<file path="config.mk">
export PLATFORM = sky130hd
export DESIGN_NAME = mem_burst_reader_flat
export DESIGN_NICKNAME = d
export VERILOG_FILES = /design/src/rtl/mem_burst_reader_pkg.sv /design/src/rtl/mem_burst_reader_if.sv /design/src/rtl/mem_burst_reader_skid_fifo2.sv /design/src/rtl/mem_burst_reader.sv /design/src/flat_wrapper.sv
export SDC_FILE = /design/constraint.sdc
export NUM_CORES = 1
export LEC_CHECK = 0
export BUFFER_PORTS_ARGS = -buffer_cell sky130_fd_sc_hd__buf_2
export CAP_MARGIN = 30
export CORE_ASPECT_RATIO = 1.75
export CORE_MARGIN = 4
export CORE_UTILIZATION = 40
export CTS_CLUSTER_SIZE = 10
export DETAILED_ROUTE_END_ITERATION = 6
export GPL_ROUTABILITY_DRIVEN = 0
export HOLD_SLACK_MARGIN = 0.06
export SETUP_SLACK_MARGIN = 0.3
export SLEW_MARGIN = 10
export SYNTH_ARGS = -nofsm -noshare
export SYNTH_HDL_FRONTEND = slang
export SYNTH_SLANG_ARGS = --single-unit
</file>
<file path="constraint.sdc">
create_clock -name clka -period 3.3 [get_ports clka]
set_input_delay 0 -clock clka [delete_from_list [all_inputs] [get_ports clka]]
set_output_delay 0 -clock clka [all_outputs]
set_load 0.05 [all_outputs]
</file>
<file path="src/rtl/mem_burst_reader_pkg.sv">
// mem_pkg: shared definitions for the burst reader slice.
//   ADDR_W / DATA_W / RAM_DEPTH : default geometry of the external block RAM
//   FIFO_DEPTH                  : number of slots in the output skid buffer
//   state_t                     : burst reader FSM states
//   credit_ok()                 : decides whether another RAM read may be launched
package mem_pkg;

  localparam int ADDR_W     = 11;
  localparam int DATA_W     = 16;
  localparam int RAM_DEPTH  = 2048;
  localparam int FIFO_DEPTH = 2;

  typedef enum logic [1:0] {
    IDLE  = 2'd0,
    ISSUE = 2'd1,
    DRAIN = 2'd2
  } state_t;

  // A read may be launched only if every word already owed to the output
  // (buffered words, minus the one leaving this cycle, plus the read whose
  // data is on the RAM output now) still leaves a free FIFO slot for it.
  function automatic logic credit_ok(input logic [1:0] occupancy,
                                     input logic       xfer,
                                     input logic       inflight);
    logic [2:0] need;
    need = {1'b0, occupancy} + {2'b00, inflight} + 3'd1 - {2'b00, xfer};
    return need <= 3'(FIFO_DEPTH);
  endfunction

endpackage

</file>
<file path="src/rtl/mem_burst_reader_if.sv">
// mem_burst_reader_if: bundles the command, RAM port A and output stream
// signals of the burst reader.
//   command : start, start_addr, burst_len  -> reader ; busy, done <- reader
//   RAM A   : mem_addra, mem_wea, mem_dina  <- reader ; mem_douta -> reader
//   stream  : rd_data, rd_valid, rd_last    <- reader ; rd_ready  -> reader
// modport master is the reader's view, modport slave the environment's view.
interface mem_burst_reader_if #(
  parameter int ADDR_W = mem_pkg::ADDR_W,
  parameter int DATA_W = mem_pkg::DATA_W
);

  logic              start;
  logic [ADDR_W-1:0] start_addr;
  logic [ADDR_W:0]   burst_len;
  logic              busy;
  logic              done;

  logic [ADDR_W-1:0] mem_addra;
  logic              mem_wea;
  logic [DATA_W-1:0] mem_dina;
  logic [DATA_W-1:0] mem_douta;

  logic [DATA_W-1:0] rd_data;
  logic              rd_valid;
  logic              rd_ready;
  logic              rd_last;

  modport master (
    input  start, start_addr, burst_len, mem_douta, rd_ready,
    output busy, done, mem_addra, mem_wea, mem_dina, rd_data, rd_valid, rd_last
  );

  modport slave (
    output start, start_addr, burst_len, mem_douta, rd_ready,
    input  busy, done, mem_addra, mem_wea, mem_dina, rd_data, rd_valid, rd_last
  );

endinterface

</file>
<file path="src/rtl/mem_burst_reader_skid_fifo2.sv">
// skid_fifo2: two-entry FIFO feeding a valid/ready stream.
//   clk, reset          : clock, synchronous active-high reset
//   push, push_data     : write side (caller guarantees a free slot)
//   out_ready           : consumer accepts the head word
//   out_valid, out_data : head word, taken straight from a register
//   count               : current occupancy 0..2
module skid_fifo2 #(
  parameter int WIDTH = mem_pkg::DATA_W + 1
) (
  input  logic             clk,
  input  logic             reset,
  input  logic             push,
  input  logic [WIDTH-1:0] push_data,
  input  logic             out_ready,
  output logic             out_valid,
  output logic [WIDTH-1:0] out_data,
  output logic [1:0]       count
);

  logic [WIDTH-1:0] head_q;
  logic [WIDTH-1:0] tail_q;
  logic [1:0]       count_q;
  logic             pop;

  assign pop       = (count_q != 2'd0) && out_ready;
  assign out_valid = (count_q != 2'd0);
  assign out_data  = head_q;
  assign count     = count_q;

  // Entries are cleared as they drain, so an empty FIFO presents all zeros
  // (in particular a zero "last" flag) and the tail is zero whenever only
  // the head is occupied.
  always_ff @(posedge clk) begin
    if (reset) begin
      head_q  <= '0;
      tail_q  <= '0;
      count_q <= 2'd0;
    end else begin
      unique case ({push, pop})
        2'b10: begin
          if (count_q == 2'd0) begin
            head_q  <= push_data;
            count_q <= 2'd1;
          end else if (count_q == 2'd1) begin
            tail_q  <= push_data;
            count_q <= 2'd2;
          end
        end
        2'b01: begin
          head_q  <= tail_q;
          tail_q  <= '0;
          count_q <= count_q - 2'd1;
        end
        2'b11: begin
          if (count_q == 2'd1) begin
            head_q <= push_data;
          end else begin
            head_q <= tail_q;
            tail_q <= push_data;
          end
        end
        default: begin
        end
      endcase
    end
  end

endmodule

</file>
<file path="src/rtl/mem_burst_reader.sv">
// mem_burst_reader: reads burst_len consecutive words from an external block
// RAM starting at start_addr and streams them out on a valid/ready channel,
// flagging the final word with rd_last and pulsing done afterwards.
//   clka  : clock
//   reset : synchronous active-high reset
//   bus   : mem_burst_reader_if.master
//           command start/start_addr/burst_len in, busy/done out
//           RAM port A mem_addra/mem_wea/mem_dina out, mem_douta in
//           stream rd_data/rd_valid/rd_last out, rd_ready in
module mem_burst_reader #(
  parameter int ADDR_W = mem_pkg::ADDR_W,
  parameter int DATA_W = mem_pkg::DATA_W
) (
  input  logic                clka,
  input  logic                reset,
  mem_burst_reader_if.master  bus
);

  import mem_pkg::*;

  localparam logic [ADDR_W:0]   LEN_ONE  = (ADDR_W + 1)'(1);
  localparam logic [ADDR_W-1:0] ADDR_ONE = ADDR_W'(1);

  state_t            state;
  logic [ADDR_W-1:0] mem_addr_q;
  logic [ADDR_W:0]   issue_left;
  logic              inflight;
  logic              inflight_last;
  logic              busy_q;
  logic              done_q;

  logic              xfer;
  logic              issue;
  logic              accept;
  logic              fifo_valid;
  logic [DATA_W:0]   fifo_data;
  logic [1:0]        fifo_count;

  assign xfer   = fifo_valid && bus.rd_ready;
  assign issue  = (state == ISSUE) && credit_ok(fifo_count, xfer, inflight);
  assign accept = bus.start && !busy_q && (state == IDLE);

  // mem_addra always shows the next address to read. The RAM reads it every
  // cycle regardless; a read only counts when "issue" is high, in which case
  // the address advances and the returning word is marked in flight so it is
  // captured into the FIFO on the following edge. Untracked reads are simply
  // ignored. busy covers the done cycle, which is what makes a start that
  // coincides with done get dropped.
  always_ff @(posedge clka) begin
    if (reset) begin
      state         <= IDLE;
      mem_addr_q    <= '0;
      issue_left    <= '0;
      inflight      <= 1'b0;
      inflight_last <= 1'b0;
      busy_q        <= 1'b0;
      done_q        <= 1'b0;
    end else begin
      done_q        <= 1'b0;
      inflight      <= issue;
      inflight_last <= issue && (issue_left == LEN_ONE);
      if (done_q) begin
        busy_q <= 1'b0;
      end
      unique case (state)
        IDLE: begin
          if (accept) begin
            busy_q <= 1'b1;
            if (bus.burst_len == '0) begin
              done_q <= 1'b1;
            end else begin
              state      <= ISSUE;
              mem_addr_q <= bus.start_addr;
              issue_left <= bus.burst_len;
            end
          end
        end
        ISSUE: begin
          if (issue) begin
            mem_addr_q <= mem_addr_q + ADDR_ONE;
            issue_left <= issue_left - LEN_ONE;
            if (issue_left == LEN_ONE) begin
              state <= DRAIN;
            end
          end
        end
        DRAIN: begin
          if (xfer && fifo_data[DATA_W]) begin
            state  <= IDLE;
            done_q <= 1'b1;
          end
        end
        default: begin
          state <= IDLE;
        end
      endcase
    end
  end

  // The last flag travels alongside each word through the buffer, so the
  // final word keeps its marker no matter how long it is stalled.
  skid_fifo2 #(
    .WIDTH(DATA_W + 1)
  ) u_fifo (
    .clk       (clka),
    .reset     (reset),
    .push      (inflight),
    .push_data ({inflight_last, bus.mem_douta}),
    .out_ready (bus.rd_ready),
    .out_valid (fifo_valid),
    .out_data  (fifo_data),
    .count     (fifo_count)
  );

  assign bus.busy      = busy_q;
  assign bus.done      = done_q;
  assign bus.mem_addra = mem_addr_q;
  assign bus.mem_wea   = 1'b0;
  assign bus.mem_dina  = '0;
  assign bus.rd_data   = fifo_data[DATA_W-1:0];
  assign bus.rd_valid  = fifo_valid;
  assign bus.rd_last   = fifo_data[DATA_W];

endmodule
</file>
<file path="src/flat_wrapper.sv">
// flat-port wrapper written by rule: the top's interface ports become plain ports
module mem_burst_reader_flat import mem_pkg::*;
#(
  parameter int ADDR_W = mem_pkg::ADDR_W,
  parameter int DATA_W = mem_pkg::DATA_W
)
  (clka, reset, bus_start, bus_start_addr, bus_burst_len, bus_mem_douta, bus_rd_ready, bus_busy, bus_done, bus_mem_addra, bus_mem_wea, bus_mem_dina, bus_rd_data, bus_rd_valid, bus_rd_last);
  mem_burst_reader_if #(.ADDR_W(ADDR_W), .DATA_W(DATA_W)) bus_i ();
  input  logic clka;
  input  logic reset;
  input wire logic [$bits(bus_i.start)-1:0] bus_start;
  input wire logic [$bits(bus_i.start_addr)-1:0] bus_start_addr;
  input wire logic [$bits(bus_i.burst_len)-1:0] bus_burst_len;
  input wire logic [$bits(bus_i.mem_douta)-1:0] bus_mem_douta;
  input wire logic [$bits(bus_i.rd_ready)-1:0] bus_rd_ready;
  output wire logic [$bits(bus_i.busy)-1:0] bus_busy;
  output wire logic [$bits(bus_i.done)-1:0] bus_done;
  output wire logic [$bits(bus_i.mem_addra)-1:0] bus_mem_addra;
  output wire logic [$bits(bus_i.mem_wea)-1:0] bus_mem_wea;
  output wire logic [$bits(bus_i.mem_dina)-1:0] bus_mem_dina;
  output wire logic [$bits(bus_i.rd_data)-1:0] bus_rd_data;
  output wire logic [$bits(bus_i.rd_valid)-1:0] bus_rd_valid;
  output wire logic [$bits(bus_i.rd_last)-1:0] bus_rd_last;
  assign bus_i.start = bus_start;
  assign bus_i.start_addr = bus_start_addr;
  assign bus_i.burst_len = bus_burst_len;
  assign bus_i.mem_douta = bus_mem_douta;
  assign bus_i.rd_ready = bus_rd_ready;
  assign bus_busy = bus_i.busy;
  assign bus_done = bus_i.done;
  assign bus_mem_addra = bus_i.mem_addra;
  assign bus_mem_wea = bus_i.mem_wea;
  assign bus_mem_dina = bus_i.mem_dina;
  assign bus_rd_data = bus_i.rd_data;
  assign bus_rd_valid = bus_i.rd_valid;
  assign bus_rd_last = bus_i.rd_last;
  mem_burst_reader #(.ADDR_W(ADDR_W), .DATA_W(DATA_W)) u_core (.clka(clka), .reset(reset), .bus(bus_i));
endmodule
</file>
==> impl_table.tex, run 1 <==
\begin{tabular}{lr}
\hline
Metric & Value \\
\hline
\multicolumn{2}{l}{\textbf{Outcome}} \\
Status & completed \\
\multicolumn{2}{l}{\textbf{Global routing}} \\
Antenna violations before repair & 0 \\
Total global routing track utilization & 20.0\% \\
Residual overflow from global routing & 0 \\
First-pass GRT wire length & between 15,000 and 20,000 microns \\
Via count of the first global-routing pass & around 4,000 \\
Largest net degree at the start of global routing & 47 \\
\multicolumn{2}{l}{\textbf{Drt}} \\
Number of iterations in the first detailed-routing pass & 6 \\
DRC errors left & 0 \\
Post-detailed-route count of antenna-violating nets & 0 \\
Average detailed-routed wire length per instance & between 15 and 20 microns \\
Via density per instance & about 6 \\
Final routed wirelength across all metal layers & 11,500 microns \\
Violation count after the first detailed-route iteration & 239 \\
Total via count after detailed routing & $\sim$4,000 \\
\multicolumn{2}{l}{\textbf{STA}} \\
Post-route clock skew & between 0.005 and 0.006 ns \\
Peak clock frequency supported by timing & about 360 MHz \\
Setup TNS after final layout & 0 ns \\
Number of setup violations in the final report & 0 \\
Tcrit/Tclk final & a little over four fifths \\
Unrepaired setup endpoints after global routing & false \\
Max Transition Viols Final & 0 \\
Number of failing hold endpoints at the final stage & 0 \\
Max transition margin & 40.3\% \\
Min Tclk post-route & about 2.8 ns \\
Transition time of the tightest slew-check pin & between 0.8 and 0.9 ns \\
Final setup slack of the worst path & roughly 0.52 ns \\
\multicolumn{2}{l}{\textbf{Floorplan}} \\
Die X & 83.4 microns \\
Number of top-level pins & $\sim$90 \\
Die Span Y & approximately 140 microns \\
Site Rows & 47 \\
Die Footprint & between 10,000 and 15,000 sq um \\
Starting density of the core & about two fifths \\
Placeable Area & about 9600 sq um \\
\multicolumn{2}{l}{\textbf{Clocking}} \\
Deepest level of the CTS H-tree & 3 \\
Post CTS Setup Buffer Count & 0 \\
Clock tree from TritonCTS & yes \\
Clock-pin slew on the worst setup and hold paths & 0.05 ns \\
TritonCTS Buffers & 9 \\
Bufs on Longest Clock Path & 2 \\
Root Buffer Master & sky130\_fd\_sc\_hd\_\_clkbuf\_16 \\
CTS Sinks & 65 \\
Source-to-sink clock delay at the later pin of the worst-skew pair & 0.33 ns \\
\multicolumn{2}{l}{\textbf{Finish}} \\
Fraction of the core area covered by cells at the end of the flow & approximately half \\
Nets & 618 \\
Fin area & 4950 sq um \\
Signed area change from the synthesized netlist to the final layout & 24.4\% \\
Finished Layout Cells & 690 \\
Share of post-route cells with drive strength above 1 & a little over a fifth \\
Number of filler instances in the final layout & between 900 and 1,000 \\
Number of antenna repair diodes & 0 \\
\multicolumn{2}{l}{\textbf{Worst setup path}} \\
Critical Path Source Type & flop \\
Cell with the biggest individual delay on the critical path & sky130\_fd\_sc\_hd\_\_a2111oi\_0 \\
Crit path buffers/inverters & 2 \\
Highest fanout seen on the critical path & 11 \\
Critical path data arrival time & just under 3 ns \\
Required time of the critical path & approximately 3.5 ns \\
Peak per-stage delay on the critical path & approximately 0.47 ns \\
Family with the most delay on the worst path & adder cells \\
Worst Setup Path Type & flop to flop \\
Kind of capture point of the worst setup path & flop \\
Cell-by-cell trace of the critical path & inv\_1, ha\_2, nor2b\_1, fa\_1, ha\_1, and3b\_1, o221ai\_2, buf\_4, a2111oi\_0, a211oi\_2 \\
\multicolumn{2}{l}{\textbf{Synth}} \\
Number of unique standard cell types used by synthesis & 65 \\
Largest family of logic cells by synthesized area & compound AO/OA/AOI/OAI gates \\
Post-Synthesis Cell Area & just under 4000 sq um \\
Mux cell area share after synthesis & 0.252\% \\
Cells after Synth & 482 \\
Number of synthesized register bits & 65 \\
Post-Synth Adder-Cell Area & 2.71\% \\
Simple-gate share of the synthesized area & between 10\% and 20\% \\
Number of synthesized flops with an enable pin & 0 \\
Dominant synthesized flop cell & sky130\_fd\_sc\_hd\_\_dfxtp\_1 \\
Avg Inst Size Synth & 8.25 sq um \\
Share of synthesized area occupied by flip-flops and latches & 32.7\% \\
Area fraction in compound gates after synthesis & around 35\% \\
Ys async rst share & 0\% \\
Count of synthesis-stage warnings from yosys & 0 \\
Xor and xnor fraction of the mapped netlist area & 0.220\% \\
\multicolumn{2}{l}{\textbf{Job}} \\
Count of max-cap constraint violations & 0 \\
\multicolumn{2}{l}{\textbf{Power}} \\
Reported leakage power & between 1.5 and 2 nW \\
Power Density & 748 nW/um\^{}2 \\
VDD IR-drop max & 0.000382 V \\
\multicolumn{2}{l}{\textbf{Place}} \\
Inst Count DP & roughly 640 \\
Placement-stage worst setup slack & 0.447 ns \\
Count of buffers from port buffering & between 70 and 80 \\
HPWL after detailed placement & 7680 microns \\
Placed Instance Area & 4340 sq um \\
\multicolumn{2}{l}{\textbf{Min path}} \\
Class of the most critical hold timing path & primary input to flop \\
\hline
\end{tabular}
## Yosys cell counts (all sizes together), types with 2 or more instances
library cell  count  share of area, %
nor3             18               2.3
a221oi           17               3.7
a211oi            7               1.4
o31a              4              0.88
nand3            25               3.1
o221ai           33               7.3
ha                7               2.2
a32oi             4              0.88
and4              3              0.66
inv              31               2.9
clkinv            2              0.19
nand2            30               2.8
dfxtp            65                33
nand3b            2              0.38
nor2b             3              0.47
a31oi             4              0.63
nand2b            4              0.63
buf              32               5.8
nor3b             4              0.88
o22a             15               3.3
o32ai            12               2.6
and3              2              0.31
o311ai            3              0.66
o31ai             7               1.4
a21oi            38               5.3
and2              2              0.31
nor2             15               1.4
or4               3              0.76
nor4              5               1.7
o21ai            23               2.9
clkbuf           33               3.1
o221a             2              0.57
a211o             5               1.1
nand4             5              0.79
## registers in the layout (all words and copies together) (netlist names)
name                    flops
u_core.u_fifo.out_data     17
u_core.inflight             1
u_core.u_fifo.count         2
u_core.bus.mem_addra       11
u_core.u_fifo.tail_q       17
u_core.issue_left          12
u_core.state                2
u_core.bus.done             1
u_core.inflight_last        1
u_core.bus.busy             1
## per-layer routing
layer | GRT usage [%] | wire length, microns | up-vias
met1 | 22.7 | 4640 | 1915
li1 | - | - | 1990
met4 | 6.29 | 103 | 0
met5 | 0 | 0 | -
met3 | 4.94 | 614 | 6
met2 | 36.4 | 6180 | 129
## where the power goes
group / internal (mW) / switching [mW] / leakage (nW)
sequential: 0.988 / 0.149 / 0.533
clock: 0.530 / 0.318 / 0.129
combinational: 0.560 / 1.15 / 1.26
total: 2.08 / 1.62 / 1.92
## cells by family (layout without fill, tap and decap cells)
logic type	after synthesis	after routing
compound gates	183	183
xor+xnor	1	1
fa+ha+maj	8	8
buf+inv	98	168
flops	65	65
mux	1	1
other cells	1	17
simple gates	125	125
## per-stage QoR
step / hold WS [ns] / power, mW
floorplan: 0.217 / 2.45
global placement: 0.322 / 2.80
detailed placement: 0.338 / 2.83
CTS: 0.0642 / 3.74
global route: 0.0877 / 3.96
finish: 0.0819 / 3.70
## worst register-to-register path, cell delays in order (launching register included)
cell,delay [ns]
sky130_fd_sc_hd__dfxtp_1,0.33
sky130_fd_sc_hd__inv_1,0.13
sky130_fd_sc_hd__ha_2,0.27
sky130_fd_sc_hd__nor2b_1,0.10
sky130_fd_sc_hd__fa_1,0.39
sky130_fd_sc_hd__ha_1,0.29
sky130_fd_sc_hd__and3b_1,0.20
sky130_fd_sc_hd__o221ai_2,0.16
sky130_fd_sc_hd__buf_4,0.22
sky130_fd_sc_hd__a2111oi_0,0.47
sky130_fd_sc_hd__a211oi_2,0.08
## placed cells by master, fill, tap and decap left out, types with 3 or more instances in the layout
cell / synthesis / final
sky130_fd_sc_hd__nand3_1: 25 / 25
sky130_fd_sc_hd__a21oi_2: 5 / 5
sky130_fd_sc_hd__nand4_1: 5 / 5
sky130_fd_sc_hd__nor2_1: 15 / 15
sky130_fd_sc_hd__buf_4: 18 / 15
sky130_fd_sc_hd__a211oi_1: 6 / 6
sky130_fd_sc_hd__dfxtp_1: 65 / 65
sky130_fd_sc_hd__o31a_1: 4 / 4
sky130_fd_sc_hd__a211o_1: 5 / 5
sky130_fd_sc_hd__a32oi_1: 4 / 4
sky130_fd_sc_hd__nand2b_1: 4 / 4
sky130_fd_sc_hd__conb_1: 1 / 17
sky130_fd_sc_hd__o32ai_1: 12 / 12
sky130_fd_sc_hd__nor3_1: 18 / 18
sky130_fd_sc_hd__nor3b_1: 3 / 3
sky130_fd_sc_hd__inv_1: 31 / 31
sky130_fd_sc_hd__and4_1: 3 / 3
sky130_fd_sc_hd__o22a_1: 15 / 15
sky130_fd_sc_hd__clkbuf_16: 0 / 9
sky130_fd_sc_hd__o31ai_1: 6 / 6
sky130_fd_sc_hd__a221oi_1: 17 / 17
sky130_fd_sc_hd__ha_1: 7 / 6
sky130_fd_sc_hd__a21oi_1: 33 / 33
sky130_fd_sc_hd__dlygate4sd3_1: 0 / 34
sky130_fd_sc_hd__nand2_1: 30 / 30
sky130_fd_sc_hd__nor2b_1: 3 / 3
sky130_fd_sc_hd__o221ai_1: 33 / 32
sky130_fd_sc_hd__a31oi_1: 4 / 4
sky130_fd_sc_hd__o21ai_0: 21 / 21
sky130_fd_sc_hd__buf_2: 8 / 73
## cell type report
type	instances	area (sq um)	share of cell area, %
Clock inverter	1	5.00	0.101
Multi-Input combinational cell	335	2270	45.8
Tap cell	122	153	3.09
Clock buffer	11	253	5.11
Timing Repair Buffer	123	846	17.1
Sequential cell	65	1300	26.3
Inverter	33	124	2.50
## final timing paths
kind	startpoint	end	slack [ns]	cells after the start
worst min register to register	u_core.bus.mem_addra[10]	u_core.bus.mem_addra[10]	0.48	2
worst max-delay path	u_core.u_fifo.count[0]	u_core.bus.mem_addra[1]	0.52	10
worst min-delay path	bus_mem_douta[10]	u_core.u_fifo.out_data[10]	0.08	3
worst max register to register	u_core.u_fifo.count[0]	u_core.bus.mem_addra[1]	0.52	10
## timing repair
item / 4_1_cts / 5_1_grt
endpoints found under the hold margin: 35 / 0
hold buffers: 34 / 0
endpoints found under the setup margin: 0 / 18
resized for setup: 0 / 2
No activity file was read; power rests on OpenSTA's default activity.
==> run 2: changes to the inputs <==
Clock period 3.3 ns to 2.8 ns, I/O delays scaled along.
==> run 2 against run 1 <==
  * Cell area grew 2.2%
  * Clock power rose by 46%
  * Cell count grew 0.72%
  * Critical endpoint is now u_core.bus.mem_addra[0]
  * Non-clock buffer count grew 1
  * Utilization increased by 1.1 points
  * Sequential cell count stayed put
  * First-iteration DRC count is 7.1% higher
  * Largest cell class unchanged
  * Register-to-register slack worse by 0.09 ns
==> impl_table.tex, run 2 (synthesized netlist as in run 1, its figures left out) <==
\begin{tabular}{lr}
\hline
Metric & Value \\
\hline
\multicolumn{2}{l}{\textbf{Outcome}} \\
Status & completed \\
\multicolumn{2}{l}{\textbf{Drt}} \\
Final routed wirelength across all metal layers & 11,900 microns (+3.1\%) \\
Violation count after the first detailed-route iteration & 256 (+7.1\%) \\
Number of iterations in the first detailed-routing pass & 5 (-1) \\
Total via count after detailed routing & 4,101 (+1.5\%) \\
DRC errors left & 0 (unchanged) \\
Via density per instance & 5.90 (+0.78\%) \\
Average detailed-routed wire length per instance & 17.1 microns (+2.4\%) \\
Post-detailed-route count of antenna-violating nets & 0 (unchanged) \\
\multicolumn{2}{l}{\textbf{Floorplan}} \\
Die Footprint & 11,700 sq um (unchanged) \\
Placeable Area & 9590 sq um (unchanged) \\
Number of top-level pins & 91 (unchanged) \\
Site Rows & 47 (unchanged) \\
Die Span Y & 140 microns (unchanged) \\
Die X & 83.4 microns (unchanged) \\
Starting density of the core & 41.5\% (unchanged) \\
\multicolumn{2}{l}{\textbf{Worst setup path}} \\
Cell-by-cell trace of the critical path & inv\_4, ha\_4, nor2b\_4, fa\_2, ha\_1, and3b\_2, o221ai\_4, buf\_4, nor3\_1, o221a\_2 \\
Cell with the biggest individual delay on the critical path & sky130\_fd\_sc\_hd\_\_dfxtp\_2 \\
Critical path data arrival time & 2.59 ns (-0.38 ns) \\
Family with the most delay on the worst path & adder cells \\
Crit path buffers/inverters & 2 (unchanged) \\
Peak per-stage delay on the critical path & 0.35 ns (-0.12 ns) \\
Highest fanout seen on the critical path & 14 (+3) \\
Kind of capture point of the worst setup path & flop \\
Required time of the critical path & 3.02 ns (-0.47 ns) \\
Worst Setup Path Type & flop to flop \\
Critical Path Source Type & flop \\
\multicolumn{2}{l}{\textbf{Finish}} \\
Number of filler instances in the final layout & 929 (-1.2\%) \\
Signed area change from the synthesized netlist to the final layout & 27.1\% \\
Most frequent cells in the layout & 73 x sky130\_fd\_sc\_hd\_\_buf\_2, 63 x sky130\_fd\_sc\_hd\_\_dfxtp\_1, 33 x sky130\_fd\_sc\_hd\_\_a21oi\_1, 33 x sky130\_fd\_sc\_hd\_\_dlygate4sd3\_1, 32 x sky130\_fd\_sc\_hd\_\_o221ai\_1 \\
Fraction of the core area covered by cells at the end of the flow & 52.7\% (+1.1 points) \\
Finished Layout Cells & 695 (+0.72\%) \\
Nets & 619 (+0.16\%) \\
Number of antenna repair diodes & 0 (unchanged) \\
Most common cell after layout, fill and taps aside & sky130\_fd\_sc\_hd\_\_buf\_2 \\
Share of post-route cells with drive strength above 1 & 23.6\% (+2.4 points) \\
Fin area & 5050 sq um (+2.2\%) \\
\multicolumn{2}{l}{\textbf{Power}} \\
Design Power & 4.69 mW (+27\%) \\
Power Density & 928 nW/um\^{}2 (+24\%) \\
VDD IR-drop max & 0.000477 V (+25\%) \\
Reported leakage power & 1.96 nW (+2.3\%) \\
\multicolumn{2}{l}{\textbf{Global routing}} \\
Via count of the first global-routing pass & 4,114 (+2.6\%) \\
First-pass GRT wire length & 20,100 microns (+3.2\%) \\
Largest net degree at the start of global routing & 47 (unchanged) \\
Total global routing track utilization & 20.6\% (+0.58 points) \\
Antenna violations before repair & 0 (unchanged) \\
Residual overflow from global routing & 0 (unchanged) \\
\multicolumn{2}{l}{\textbf{STA}} \\
Max Transition Viols Final & 0 (unchanged) \\
Peak clock frequency supported by timing & 422 MHz (+17\%) \\
Max transition margin & 46.7\% (+6.4 points) \\
Setup TNS after final layout & 0 ns (unchanged) \\
Unrepaired setup endpoints after global routing & false \\
Min Tclk post-route & 2.37 ns (-0.413 ns) \\
Number of failing hold endpoints at the final stage & 0 (unchanged) \\
Post-route clock skew & 0.00646 ns (+0.00121 ns) \\
Number of setup violations in the final report & 0 (unchanged) \\
Transition time of the tightest slew-check pin & 0.793 ns (-0.0957 ns) \\
Tcrit/Tclk final & 84.5\% (+0.30 points) \\
\multicolumn{2}{l}{\textbf{Clocking}} \\
Source-to-sink clock delay at the later pin of the worst-skew pair & 0.33 ns (about the same) \\
CTS Sinks & 65 (unchanged) \\
TritonCTS Buffers & 9 (unchanged) \\
Clock tree from TritonCTS & yes \\
Deepest level of the CTS H-tree & 3 (unchanged) \\
Bufs on Longest Clock Path & 2 (unchanged) \\
Clock-pin slew on the worst setup and hold paths & 0.06 ns (about the same) \\
Post CTS Setup Buffer Count & 0 (unchanged) \\
Root Buffer Master & sky130\_fd\_sc\_hd\_\_clkbuf\_16 \\
\multicolumn{2}{l}{\textbf{Min path}} \\
Class of the most critical hold timing path & primary input to flop \\
\multicolumn{2}{l}{\textbf{Place}} \\
Count of buffers from port buffering & 73 (unchanged) \\
Placed Instance Area & 4350 sq um (+0.12\%) \\
Inst Count DP & 646 (+0.31\%) \\
HPWL after detailed placement & 7780 microns (+1.2\%) \\
\multicolumn{2}{l}{\textbf{Job}} \\
Count of max-cap constraint violations & 0 (unchanged) \\
\hline
\end{tabular}
-- run 2: cell types whose count changed in the layout (fill, tap and decap cells not counted), sizes merged --
cell         previous run  this run
buf                    89        91
clkinvlp                0         1
bufinv                  0         2
dlygate4sd3            34        33
clkinv                  3         4
-- run 2: layout make-up --
cell class	instances	area, sq um	share of cell area (%)
clock buffer	11	253	5.00
clock inverter	5	77.6	1.53
inverter	33	129	2.55
multi-input combinational	335	2310	45.7
sequential	65	1300	25.8
tap	122	153	3.02
timing repair buffer	124	831	16.4
-- run 2: worst register-to-register path: stages, from the launching register on --
cell and delay (ns):
sky130_fd_sc_hd__dfxtp_2 0.35, sky130_fd_sc_hd__inv_4 0.09, sky130_fd_sc_hd__ha_4 0.15, sky130_fd_sc_hd__nor2b_4 0.05, sky130_fd_sc_hd__fa_2 0.34, sky130_fd_sc_hd__ha_1 0.27
sky130_fd_sc_hd__and3b_2 0.23, sky130_fd_sc_hd__o221ai_4 0.19, sky130_fd_sc_hd__buf_4 0.26, sky130_fd_sc_hd__nor3_1 0.07, sky130_fd_sc_hd__o221a_2 0.27
-- run 2: what timing repair did --
| action | CTS | global route |
|---|---|---|
| endpoints found under the hold margin | 34 | 0 |
| gates resized for setup | 5 | 8 |
| hold buffers | 33 | 0 |
| setup endpoints to repair | 18 | 9 |
-- run 2: layer usage --
metal | track usage, % | routed length [microns]
met5 | 0 | 0
met4 | 6.37 | 140
met3 | 4.47 | 578
met2 | 38.3 | 6460
met1 | 23.0 | 4720
-- run 2: stage by stage --
stage / hold slack (ns) / worst slack, ns
final: 0.0726 / 0.433
after floorplan: 0.217 / 0.304
after detailed placement: 0.342 / 0.208
after global placement: 0.335 / 0.311
after CTS: 0.0730 / 0.313
after global routing: 0.0827 / 0.324
-- run 2: report_power, final --
part | switching, mW | internal [mW]
sequential | 0.186 | 1.17
clock | 0.420 | 0.824
combinational | 1.39 | 0.708
-- run 2: final timing paths --
check	cells past startpoint	slack (ns)	start	to
hold / removal	3	0.07	bus_mem_douta[9]	u_core.u_fifo.out_data[9]
setup / recovery	10	0.43	u_core.u_fifo.count[0]	u_core.bus.mem_addra[0]
setup reg to reg	10	0.43	u_core.u_fifo.count[0]	u_core.bus.mem_addra[0]
hold reg to reg	2	0.49	u_core.bus.mem_addra[10]	u_core.bus.mem_addra[10]
==> run 3: changes to the inputs <==
Settings changed: ABC_AREA set to 1.
Clock period 2.8 ns to 2.4 ns, I/O delays scaled along.
==> run 3 against run 2 <==
  * Synthesized cell count is 35% higher
  * First-iteration DRC count fell by 33%
  * Critical path type unchanged
  * Cell count rose by 29%
  * Sequential cell count unchanged
  * Die area increased by 7.0%
  * Synthesized area is 7.6% higher
  * Via count is 8.9% higher
  * Sequential power up 29%
  * Power grew 64%
  * Register-to-register slack worse by 0.41 ns
  * Setup slack got worse by 0.41 ns
  * Cell area up 11%
==> impl_table.tex, run 3 <==
\begin{tabular}{lr}
\hline
Metric & Value \\
\hline
\multicolumn{2}{l}{\textbf{Clocking}} \\
TritonCTS Buffers & 9 (unchanged) \\
Clock tree from TritonCTS & yes \\
CTS Sinks & 65 (unchanged) \\
Clock-pin slew on the worst setup and hold paths & 0.06 ns (about the same) \\
Root Buffer Master & sky130\_fd\_sc\_hd\_\_clkbuf\_16 \\
Deepest level of the CTS H-tree & 3 (unchanged) \\
Bufs on Longest Clock Path & 2 (unchanged) \\
Source-to-sink clock delay at the later pin of the worst-skew pair & 0.33 ns (about the same) \\
\multicolumn{2}{l}{\textbf{STA}} \\
Max Transition Viols Final & 0 (unchanged) \\
Number of setup violations in the final report & 0 (unchanged) \\
Unrepaired setup endpoints after global routing & true \\
Peak clock frequency supported by timing & 421 MHz (-0.28\%) \\
Number of failing hold endpoints at the final stage & 0 (unchanged) \\
Min Tclk post-route & 2.37 ns (+0.00655 ns) \\
Tcrit/Tclk final & 98.9\% (+14 points) \\
Transition time of the tightest slew-check pin & 0.822 ns (+0.0291 ns) \\
Post-route clock skew & 0.00760 ns (+0.00113 ns) \\
Max transition margin & 45.1\% (-1.6 points) \\
\multicolumn{2}{l}{\textbf{Synth}} \\
Most used standard cells in the synthesized netlist & 191 x sky130\_fd\_sc\_hd\_\_nand2\_1, 65 x sky130\_fd\_sc\_hd\_\_dfxtp\_1, 65 x sky130\_fd\_sc\_hd\_\_inv\_1, 53 x sky130\_fd\_sc\_hd\_\_nor2\_1, 52 x sky130\_fd\_sc\_hd\_\_o21ai\_0 \\
Cell type contributing the most total cell area after synthesis & sky130\_fd\_sc\_hd\_\_dfxtp\_1 \\
Area fraction of the dominant cell type after synthesis & 30.4\% (-2.3 points) \\
Largest family of logic cells by synthesized area & simple AND/OR/NAND/NOR gates \\
Xor and xnor fraction of the mapped netlist area & 0\% (-0.22 points) \\
Top cells by area, synth & sky130\_fd\_sc\_hd\_\_dfxtp\_1 30\%, sky130\_fd\_sc\_hd\_\_nand2\_1 17\%, sky130\_fd\_sc\_hd\_\_o21ai\_0 6.1\% \\
Area fraction in compound gates after synthesis & 23.1\% (-11 points) \\
Share of synthesized area occupied by flip-flops and latches & 30.4\% (-2.3 points) \\
Number of synthesized flops with an enable pin & 0 (unchanged) \\
Avg Inst Size Synth & 6.55 sq um (-21\%) \\
Ys async rst share & 0\% (unchanged) \\
Dominant synthesized flop cell & sky130\_fd\_sc\_hd\_\_dfxtp\_1 \\
Count of synthesis-stage warnings from yosys & 0 (unchanged) \\
Post-Synth Adder-Cell Area & 2.52\% (-0.19 points) \\
Number of unique standard cell types used by synthesis & 40 (-38\%) \\
Simple-gate share of the synthesized area & 29.6\% (+12 points) \\
Post-Synthesis Cell Area & 4280 sq um (+7.6\%) \\
Number of synthesized register bits & 65 (unchanged) \\
Mux cell area share after synthesis & 0\% (-0.25 points) \\
Most used standard cell by instance count after synthesis & sky130\_fd\_sc\_hd\_\_nand2\_1 \\
Cells after Synth & 653 (+35\%) \\
\multicolumn{2}{l}{\textbf{Power}} \\
Reported leakage power & 2.58 nW (+32\%) \\
Power share of the clock group & 16.6\% (-9.9 points) \\
Design Power & 7.68 mW (+64\%) \\
Fraction of power spent switching nets & 49.0\% (+6.5 points) \\
VDD IR-drop max & 0.000717 V (+50\%) \\
Combinational share of power & 60.8\% (+16 points) \\
Sequential group share of total power & 22.7\% (-6.1 points) \\
Net Switching & 3.77 mW (+89\%) \\
Power Density & 1370 nW/um\^{}2 (+48\%) \\
Internal power of the cells & 3.92 mW (+45\%) \\
\multicolumn{2}{l}{\textbf{Floorplan}} \\
Die Footprint & 12,500 sq um (+7.0\%) \\
Die Span Y & 145 microns (+3.5\%) \\
Starting density of the core & 41.3\% (-0.20 points) \\
Die X & 86.2 microns (+3.4\%) \\
Placeable Area & 10,400 sq um (+8.1\%) \\
Site Rows & 49 (+4.3\%) \\
Number of top-level pins & 91 (unchanged) \\
\multicolumn{2}{l}{\textbf{Worst setup path}} \\
Worst Setup Path Type & flop to flop \\
Critical path data arrival time & 2.64 ns (+0.05 ns) \\
Highest fanout seen on the critical path & 7 (-7) \\
Kind of capture point of the worst setup path & flop \\
Required time of the critical path & 2.67 ns (-0.35 ns) \\
Critical Path Source Type & flop \\
\multicolumn{2}{l}{\textbf{Place}} \\
Count of buffers from port buffering & 73 (unchanged) \\
HPWL after detailed placement & 8270 microns (+6.4\%) \\
Inst Count DP & 840 (+30\%) \\
Placed Instance Area & 4700 sq um (+8.0\%) \\
\multicolumn{2}{l}{\textbf{Job}} \\
Count of max-cap constraint violations & 0 (unchanged) \\
\multicolumn{2}{l}{\textbf{Finish}} \\
Most common cell after layout, fill and taps aside & sky130\_fd\_sc\_hd\_\_nand2\_1 \\
Fin area & 5600 sq um (+11\%) \\
Fraction of the core area covered by cells at the end of the flow & 54.1\% (+1.3 points) \\
Finished Layout Cells & 899 (+29\%) \\
Signed area change from the synthesized netlist to the final layout & 30.9\% \\
Nets & 818 (+32\%) \\
Number of filler instances in the final layout & 1,035 (+11\%) \\
Most frequent cells in the layout & 182 x sky130\_fd\_sc\_hd\_\_nand2\_1, 73 x sky130\_fd\_sc\_hd\_\_buf\_2, 63 x sky130\_fd\_sc\_hd\_\_dfxtp\_1 \\
Share of post-route cells with drive strength above 1 & 25.8\% (+2.2 points) \\
Number of antenna repair diodes & 0 (unchanged) \\
\multicolumn{2}{l}{\textbf{Drt}} \\
Post-detailed-route count of antenna-violating nets & 0 (unchanged) \\
Number of iterations in the first detailed-routing pass & 4 (-1) \\
Violation count after the first detailed-route iteration & 171 (-33\%) \\
Average detailed-routed wire length per instance & 13.5 microns (-21\%) \\
Total via count after detailed routing & 4,465 (+8.9\%) \\
Via density per instance & 4.97 (-16\%) \\
Final routed wirelength across all metal layers & 12,200 microns (+2.4\%) \\
DRC errors left & 0 (unchanged) \\
\multicolumn{2}{l}{\textbf{Global routing}} \\
Via count of the first global-routing pass & 4,308 (+4.7\%) \\
Residual overflow from global routing & 0 (unchanged) \\
Total global routing track utilization & 19.8\% (-0.77 points) \\
Antenna violations before repair & 0 (unchanged) \\
Largest net degree at the start of global routing & 39 (-17\%) \\
First-pass GRT wire length & 19,900 microns (-0.82\%) \\
\multicolumn{2}{l}{\textbf{Outcome}} \\
Status & completed \\
\multicolumn{2}{l}{\textbf{Min path}} \\
Class of the most critical hold timing path & primary input to flop \\
\hline
\end{tabular}
-- run 3: path summary, 6_finish.rpt --
path | from | to | slack, ns | cells past startpoint
hold / removal | bus_burst_len[5] | u_core.issue_left[5] | 0.07 | 5
hold reg to reg | u_core.u_fifo.tail_q[4] | u_core.u_fifo.tail_q[4] | 0.47 | 2
setup reg to reg | u_core.u_fifo.count[0] | u_core.issue_left[11] | 0.03 | 16
setup / recovery | u_core.u_fifo.count[0] | u_core.issue_left[11] | 0.03 | 16
-- run 3: cell type report --
class                           count  area (sq um)  share of cell area [%]
Timing Repair Buffer              135           965                    17.2
Clock buffer                       14           284                    5.07
Tap cell                          127           159                    2.84
Inverter                           73           303                    5.41
Sequential cell                    65          1300                    23.3
Multi-Input combinational cell    483          2580                    46.0
Clock inverter                      2          10.0                   0.179
-- run 3: worst max-delay path: stages, from the launching register on --
cell and delay, ns:
sky130_fd_sc_hd__dfxtp_2 0.32, sky130_fd_sc_hd__inv_2 0.07, sky130_fd_sc_hd__ha_4 0.17, sky130_fd_sc_hd__inv_8 0.04
sky130_fd_sc_hd__nand2_4 0.06, sky130_fd_sc_hd__inv_4 0.04, sky130_fd_sc_hd__fa_2 0.41, sky130_fd_sc_hd__ha_4 0.29
sky130_fd_sc_hd__nand2_4 0.05, sky130_fd_sc_hd__o21bai_4 0.14, sky130_fd_sc_hd__nand2_2 0.10, sky130_fd_sc_hd__nand2_4 0.12
sky130_fd_sc_hd__nand2_8 0.10, sky130_fd_sc_hd__buf_12 0.16, sky130_fd_sc_hd__nor2_1 0.08, sky130_fd_sc_hd__nand2_1 0.06
sky130_fd_sc_hd__a21oi_2 0.10
-- run 3: kinds of logic (layout without fill, tap and decap cells) --
group | count (synthesis) | in the layout
DFF | 65 | 65
buffers and inverters | 121 | 224
and+or+nand+nor | 299 | 299
adders and majority gates | 8 | 8
other | 1 | 17
AOI/OAI and AO/OA | 159 | 159
-- run 3: timing repair --
| item | in CTS | in global routing |
|---|---|---|
| gates resized for setup | 6 | 42 |
| pin swaps | 5 | 10 |
| setup buffers | 6 | 8 |
| hold endpoints to repair | 28 | 0 |
| hold buffers | 27 | 0 |
| gates cloned | 0 | 2 |
| endpoints found under the setup margin | 40 | 47 |
-- run 3: power by group through the flow --
stage	combinational [mW]	clock [mW]	sequential, mW
floorplan	2.46	0	2.41
global placement	3.87	0	1.74
detailed placement	3.94	0	1.75
CTS	4.12	1.31	1.73
global route	5.15	1.36	1.79
finish	4.67	1.27	1.74
-- run 3: stage by stage --
stage	setup TNS [ns]	hold slack, ns	setup slack, ns
after floorplan	-5.20	0.199	-0.260
after global placement	0	0.346	0.0314
after detailed placement	-0.161	0.347	-0.0392
after CTS	0	0.0628	0.0578
after global routing	-1.04	0.0933	-0.0819
final	0	0.0740	0.0265
-- run 3: routing by layer --
metal  share of wire (%)  GRT usage [%]
met1                  40           22.0
met2                  55           37.1
met3                 3.7           2.95
met4                 1.7           8.05
met5                   0              0
